### src/rtl/keypad_pkg.sv
// rtl/keypad_pkg.sv - shared constants, key map and encodings for keypad_entry
package keypad_pkg;

   localparam logic [3:0] COL0 = 4'b1110;
   localparam logic [3:0] COL1 = 4'b1101;
   localparam logic [3:0] COL2 = 4'b1011;
   localparam logic [3:0] COL3 = 4'b0111;

   localparam logic [3:0] KEY_CLR = 4'hE;
   localparam logic [3:0] KEY_ENT = 4'hF;
   localparam logic [3:0] KEY_BS  = 4'hD;

   typedef enum logic [1:0] {IDLE, PRESS_DB, HELD, REL_DB} db_state_t;
   typedef enum logic [1:0] {NONE, SINGLE, MULTI} frame_t;

   // pos = row*4 + col
   function automatic logic [3:0] pos_to_code(input logic [3:0] pos);
      case (pos)
         4'd0:    return 4'h1;
         4'd1:    return 4'h2;
         4'd2:    return 4'h3;
         4'd3:    return 4'hA;
         4'd4:    return 4'h4;
         4'd5:    return 4'h5;
         4'd6:    return 4'h6;
         4'd7:    return 4'hB;
         4'd8:    return 4'h7;
         4'd9:    return 4'h8;
         4'd10:   return 4'h9;
         4'd11:   return 4'hC;
         4'd12:   return 4'hE;
         4'd13:   return 4'h0;
         4'd14:   return 4'hF;
         default: return 4'hD;
      endcase
   endfunction

endpackage

### src/rtl/keypad_col_scan.sv
// rtl/keypad_col_scan.sv - column strobe, row sync and per-frame key collection
module keypad_col_scan
   import keypad_pkg::*;
#(
   parameter int CLK_HZ  = 100_000_000,
   parameter int SCAN_HZ = 1000
) (
   input  logic       clk,
   input  logic       reset,
   input  logic [3:0] i_row,
   output logic [3:0] o_col,
   output logic       frame_done,
   output frame_t     frame_result,
   output logic [3:0] frame_pos
);

   localparam int TP = CLK_HZ / SCAN_HZ;
   localparam int TW = (TP > 1) ? $clog2(TP) : 1;

   logic [TW-1:0] tick_cnt;
   logic          tick;
   logic [3:0]    row_meta;
   logic [3:0]    row_sync;
   logic [1:0]    col_idx;
   logic [1:0]    acc_hits;   // 0, 1, or 2 meaning "two or more"
   logic [3:0]    acc_pos;
   logic [2:0]    col_hits;
   logic [1:0]    hit_row;
   logic [2:0]    total_hits;
   logic [1:0]    sum_hits;
   logic [3:0]    sum_pos;

   assign tick = (tick_cnt == TW'(TP - 1));

   always_comb begin
      col_hits = '0;
      hit_row  = '0;
      for (int r = 0; r < 4; r++) begin
         if (!row_sync[r]) begin
            col_hits = col_hits + 3'd1;
            hit_row  = 2'(r);
         end
      end
      total_hits = {1'b0, acc_hits} + col_hits;
      sum_hits   = (total_hits >= 3'd2) ? 2'd2 : total_hits[1:0];
      sum_pos    = (acc_hits == 2'd0) ? {hit_row, col_idx} : acc_pos;
   end

   always_comb begin
      case (col_idx)
         2'd0:    o_col = COL0;
         2'd1:    o_col = COL1;
         2'd2:    o_col = COL2;
         default: o_col = COL3;
      endcase
   end

   always_ff @(posedge clk or negedge reset) begin
      if (!reset) begin
         tick_cnt     <= '0;
         col_idx      <= '0;
         row_meta     <= 4'hF;
         row_sync     <= 4'hF;
         acc_hits     <= '0;
         acc_pos      <= '0;
         frame_done   <= 1'b0;
         frame_result <= NONE;
         frame_pos    <= '0;
      end else begin
         row_meta   <= i_row;
         row_sync   <= row_meta;
         frame_done <= 1'b0;
         if (tick) begin
            tick_cnt <= '0;
            col_idx  <= col_idx + 2'd1;
            if (col_idx == 2'd3) begin
               frame_done <= 1'b1;
               frame_pos  <= sum_pos;
               case (sum_hits)
                  2'd0:    frame_result <= NONE;
                  2'd1:    frame_result <= SINGLE;
                  default: frame_result <= MULTI;
               endcase
               acc_hits <= '0;
               acc_pos  <= '0;
            end else begin
               acc_hits <= sum_hits;
               acc_pos  <= sum_pos;
            end
         end else begin
            tick_cnt <= tick_cnt + 1'b1;
         end
      end
   end

endmodule

### src/rtl/keypad_entry.sv
// rtl/keypad_entry.sv - keypad debounce FSM and decimal value accumulator
module keypad_entry
   import keypad_pkg::*;
#(
   parameter int CLK_HZ          = 100_000_000,
   parameter int SCAN_HZ         = 1000,
   parameter int DEBOUNCE_FRAMES = 4,
   parameter int MAX_VALUE       = 9999
) (
   input  logic        clk,
   input  logic        reset,
   input  logic [3:0]  i_row,
   output logic [3:0]  o_col,
   output logic [13:0] o_value,
   output logic        o_key_valid,
   output logic [3:0]  o_key_code,
   output logic        o_enter,
   output logic        o_overflow
);

   localparam int              CW      = $clog2(DEBOUNCE_FRAMES + 1);
   localparam logic [CW-1:0]   DB_LAST = CW'(DEBOUNCE_FRAMES);
   localparam logic [17:0]     MAX_V   = 18'(MAX_VALUE);

   logic          frame_done;
   frame_t        frame_result;
   logic [3:0]    frame_pos;

   db_state_t     state, state_n;
   logic [3:0]    cand, cand_n;
   logic [CW-1:0] cnt, cnt_n;
   logic          accept;
   logic [3:0]    acc_code;
   logic [17:0]   value_x10;

   keypad_col_scan #(
      .CLK_HZ (CLK_HZ),
      .SCAN_HZ(SCAN_HZ)
   ) u_scan (
      .clk         (clk),
      .reset       (reset),
      .i_row       (i_row),
      .o_col       (o_col),
      .frame_done  (frame_done),
      .frame_result(frame_result),
      .frame_pos   (frame_pos)
   );

   always_ff @(posedge clk or negedge reset) begin
      if (!reset) begin
         state <= IDLE;
         cand  <= '0;
         cnt   <= '0;
      end else begin
         state <= state_n;
         cand  <= cand_n;
         cnt   <= cnt_n;
      end
   end

   always_comb begin
      state_n = state;
      cand_n  = cand;
      cnt_n   = cnt;
      accept  = 1'b0;
      if (frame_done) begin
         case (state)
            IDLE: begin
               if (frame_result == SINGLE) begin
                  cand_n = frame_pos;
                  cnt_n  = CW'(1);
                  if (cnt_n == DB_LAST) begin
                     accept  = 1'b1;
                     state_n = HELD;
                  end else begin
                     state_n = PRESS_DB;
                  end
               end
            end
            PRESS_DB: begin
               if (frame_result == SINGLE) begin
                  if (frame_pos == cand) begin
                     cnt_n = cnt + 1'b1;
                     if (cnt_n == DB_LAST) begin
                        accept  = 1'b1;
                        state_n = HELD;
                     end
                  end else begin
                     cand_n = frame_pos;
                     cnt_n  = CW'(1);
                  end
               end else begin
                  state_n = IDLE;
               end
            end
            HELD: begin
               if (frame_result == NONE) begin
                  cnt_n   = CW'(1);
                  state_n = (cnt_n == DB_LAST) ? IDLE : REL_DB;
               end
            end
            default: begin
               if (frame_result == NONE) begin
                  cnt_n = cnt + 1'b1;
                  if (cnt_n == DB_LAST) state_n = IDLE;
               end else begin
                  state_n = HELD;
               end
            end
         endcase
      end
   end

   // cand_n holds the accepted position on the accepting cycle
   always_comb begin
      acc_code  = pos_to_code(cand_n);
      value_x10 = {4'b0, o_value} * 18'd10 + {14'b0, acc_code};
   end

   always_ff @(posedge clk or negedge reset) begin
      if (!reset) begin
         o_value     <= '0;
         o_key_valid <= 1'b0;
         o_key_code  <= '0;
         o_enter     <= 1'b0;
         o_overflow  <= 1'b0;
      end else begin
         o_key_valid <= accept;
         o_enter     <= 1'b0;
         o_overflow  <= 1'b0;
         if (accept) begin
            o_key_code <= acc_code;
            if (acc_code <= 4'd9) begin
               if (value_x10 <= MAX_V) o_value <= value_x10[13:0];
               else                    o_overflow <= 1'b1;
            end else begin
               case (acc_code)
                  KEY_CLR: o_value <= '0;
                  KEY_BS:  o_value <= o_value / 14'd10;
                  KEY_ENT: o_enter <= 1'b1;
                  default: ;
               endcase
            end
         end
      end
   end

endmodule

### config.mk
export PLATFORM = sky130hd
export DESIGN_NAME = keypad_entry
export DESIGN_NICKNAME = d
export VERILOG_FILES = /design/src/rtl/keypad_pkg.sv /design/src/rtl/keypad_col_scan.sv /design/src/rtl/keypad_entry.sv
export SDC_FILE = /design/constraint.sdc
export NUM_CORES = 1
export LEC_CHECK = 0
export CAP_MARGIN = 20
export CORE_MARGIN = 2
export CORE_UTILIZATION = 55
export CTS_CLUSTER_DIAMETER = 40
export DETAILED_ROUTE_END_ITERATION = 8
export GPL_TIMING_DRIVEN = 0
export PLACE_DENSITY = 0.79
export SETUP_SLACK_MARGIN = 0.15
export SLEW_MARGIN = 5
export SYNTH_ARGS = -nofsm -noshare
export SYNTH_HDL_FRONTEND = slang
export SYNTH_SLANG_ARGS = --single-unit
### constraint.sdc
create_clock -name clk -period 11.85 [get_ports clk]
set_input_delay 1.7775 -clock clk [delete_from_list [all_inputs] [get_ports clk]]
set_output_delay 1.7775 -clock clk [all_outputs]
set_load 0.05 [all_outputs]
==> results.cfg <==
[status]
status = completed

[layout]
nNetsFinal = 865
fin_cells = 957
area_growth_pct = 12.3
antenna_cells = 0
drive_above_1_share_pct = 9.83

[floorplan]
start_util_pct = 56.5
core_sq_um = 11400
row_count = 39
die_y_um = 112
dieArea_sq_um = 12600
die_w_um = 112
ios = 31

[global_route]
grt_pass1_wl_mm = 26.6
grt_pass1_vias = 5828
grtUsageTotal_pct = 25.2
antenna_found_initial = 0
grt_overflow = 0
grt_start_max_net_pins = 71

[synthesis]
seq_area_frac_synth_pct = 27.3
synth_cell_types = 100
synth_top_flop_cell = dfrtp_1
synthArstFlopShare_pct = 100
synthTopCellsByArea = dfrtp_1 24%, ha_1 9.1%, nand2_1 4.2%
syn_avg_cell_area_sq_um = 8.40
yosys.area.top_type = dfrtp_1
yosysWarnings = 0
synth_edf_count = 0
synth_seq_cells = 70
syn-cell-area_sq_um = 6450
synth_top_area_share_pct = 24.1
postSynthCellCount = 768
syn_nets = 824

[routing]
drt_pass1_iterations = 5
detail-route-antenna-nets = 0
drt_iter0_markers = 564
drc = 0
via_count = 6029
wl_mm = 15.6
detail_route.vias_per_cell = 6.30
wire_per_inst_um = 16.3

[setup_path]
path_max_fanout = 6
crit_arrival_ns = 6.84
rr_startpoint = state[1]
r2r_slack_ns = 5.28
crit_cells = 25
slowest_stage = or4_1
worst_setup_path_start_kind = flip-flop
crit_family = compound AO/OA/AOI/OAI gates
cp-end-kind = flip-flop
max_stage_delay_ns = 0.56
path_buf_inv = 5
regToRegEndpoint = o_value[0]
crit_type = reg -> reg
worst_ep_required_time_ns = 12.12
r2r_cells = 25

[clock_network]
htreeDepth = 3
cts_setup_buffers = 0
post_cts_resized = 0
cts.path.max_buffers = 2
root_buffer = clkbuf_16
clkLatencyLatePin_ns = 0.34
cts_tree = done
numCtsBuffers = 9
cts_sinks = 70
clk_pin_slew_ns = 0.06
hold_buffers = 0

[power]
power_density_nw_per_um2 = 75.0
power.share.switching_pct = 20.8
p_switching_mw = 0.113
ir_worst_vdd_uv = 91.8
power_frac_comb_pct = 2.6
internal_power_mw = 0.430
pwr-share-seq_pct = 44.7
power_frac_clock_pct = 52.8
p_leak_nw = 3.16

[min_path]
hold_end = u_scan.row_sync[0]
hp-class = reg -> reg
worstHoldStart = u_scan.row_meta[0]
hold_path_depth = 0

[placement]
gp_congestion = 0.927
hpwl_mm = 11.5
numPortBuffers = 30
dp_cells = 941

[timing]
hold_viol_final = 0
skew_ns = 0.00725
tns_ns = 0
hold-worst-slack_ns = 0.355
final-setup-viol-count = 0
post-route-min-period_ns = 6.57
drv_slew = 0
grt_setup_unrepaired = false
relSlewSlack_pct = 42.5
fmax_mhz = 152
min_period_over_period_pct = 55.4
worst_pin_slew_ns = 0.863

[job]
max_cap_violations = 0
-- worst max-delay path by stage --
stage,end,from,slack (ns)
after detailed placement,o_value[1],state[1],5.37
after floorplan,o_value[1],state[1],6.13
final,o_value[0],state[1],5.28
after global routing,o_value[1],state[1],4.76
after CTS,o_value[1],state[1],5.24
after global placement,o_value[1],state[1],5.53
-- sequential cells by signal, summed over array words and instances (netlist names), 2 cells and up --
signal,cells
u_scan.acc_pos,4
cnt,3
u_scan.frame_pos,4
state,2
u_scan.tick_cnt,17
u_scan.frame_result,2
o_value,14
cand,4
u_scan.acc_hits,2
o_key_code,4
u_scan.row_meta,4
u_scan.row_sync,4
u_scan.col_idx,2
-- synthesized netlist by cell type, types with 4 or more instances --
cell type  count
nand4b_1       4
nand3_1       24
o21ai_0       51
buf_2          9
dfrtp_1       62
inv_1         42
clkbuf_1      21
nor2b_1        7
a21oi_1       30
o22ai_1       10
nor4_1        11
o31ai_1        6
xor2_1        11
nor3_1        23
a211oi_1       8
buf_6          4
nand2b_1      12
or2_1          4
mux2_2         9
and2_1         7
ha_1          47
buf_4          4
nor2_1        68
a221oi_1       4
a31oi_1        6
nand2_1       73
o21ai_1        6
o211ai_1       5
mux2i_1       15
dfstp_2        8
or3_1         12
and3_1         8
a21o_1        11
nand4_1       12
xnor2_1       31
a32oi_1        4
and3b_1        4
or4_1          4
-- metrics by stage --
stage | setup slack (ns) | instance area [sq um] | util [%] | total power [mW]
2_1_floorplan | 6.13 | 6450 | - | 0.253
3_3_place_gp | 5.53 | 6930 | 60.7 | 0.260
6_report | 5.28 | 7240 | 63.4 | 0.543
5_1_grt | 4.76 | 7240 | 63.4 | 0.560
3_5_place_dp | 5.37 | 6930 | 60.7 | 0.261
4_1_cts | 5.24 | 7240 | 63.4 | 0.547
-- cell type report --
type                       count  area (sq um)
multi-input combinational    616          4320
fill                         947          4180
sequential                    70          1760
timing repair buffer          30           298
clock buffer                  10           229
buffer                        38           199
tap                          143           179
inverter                      44           165
clock inverter                 6          86.3
-- per-layer routing --
| layer | part of all wire [%] | global-route usage (%) |
|---|---|---|
| met5 | 0 | 0 |
| met4 | 2.8 | 11.1 |
| met3 | 3.7 | 3.51 |
| met2 | 50 | 43.7 |
| met1 | 43 | 31.5 |
-- layout by cell type (no fill, tap or decap), types with 24 or more instances in the layout --
cell             instances
nand3_1                 24
o21ai_0                 51
dfrtp_1                 62
clkdlybuf4s50_1         29
nand2_1                 73
nor2_1                  68
xnor2_1                 31
a21oi_1                 30
ha_1                    47
inv_1                   42
-- power by group through the flow --
| stage | Sequential, mW | Combinational (mW) | Clock, mW |
|---|---|---|---|
| after floorplan | 0.247 | 0.00629 | 0 |
| after global placement | 0.247 | 0.0137 | 0 |
| after detailed placement | 0.247 | 0.0141 | 0 |
| after CTS | 0.243 | 0.0142 | 0.290 |
| after global routing | 0.243 | 0.0165 | 0.301 |
| final | 0.243 | 0.0140 | 0.287 |
-- worst reg2reg max path: cells and delay by family (launching register included) --
family | cells | cell delay (ns)
compound gates | 5 | 1.54
buf+inv | 5 | 0.71
fa+ha+maj | 4 | 1.13
mux | 4 | 1.46
simple gates | 6 | 1.18
flops | 1 | 0.40
xor+xnor | 1 | 0.10
-- kinds of logic after synthesis --
| logic type | share of synthesized area [%] |
|---|---|
| fa+ha+maj | 10.4 |
| compound gates | 22.7 |
| flops | 27.3 |
| xor+xnor | 6.13 |
| buf+inv | 5.65 |
| mux | 4.11 |
| simple gates | 23.7 |
Power figures use the tool's default switching activity.
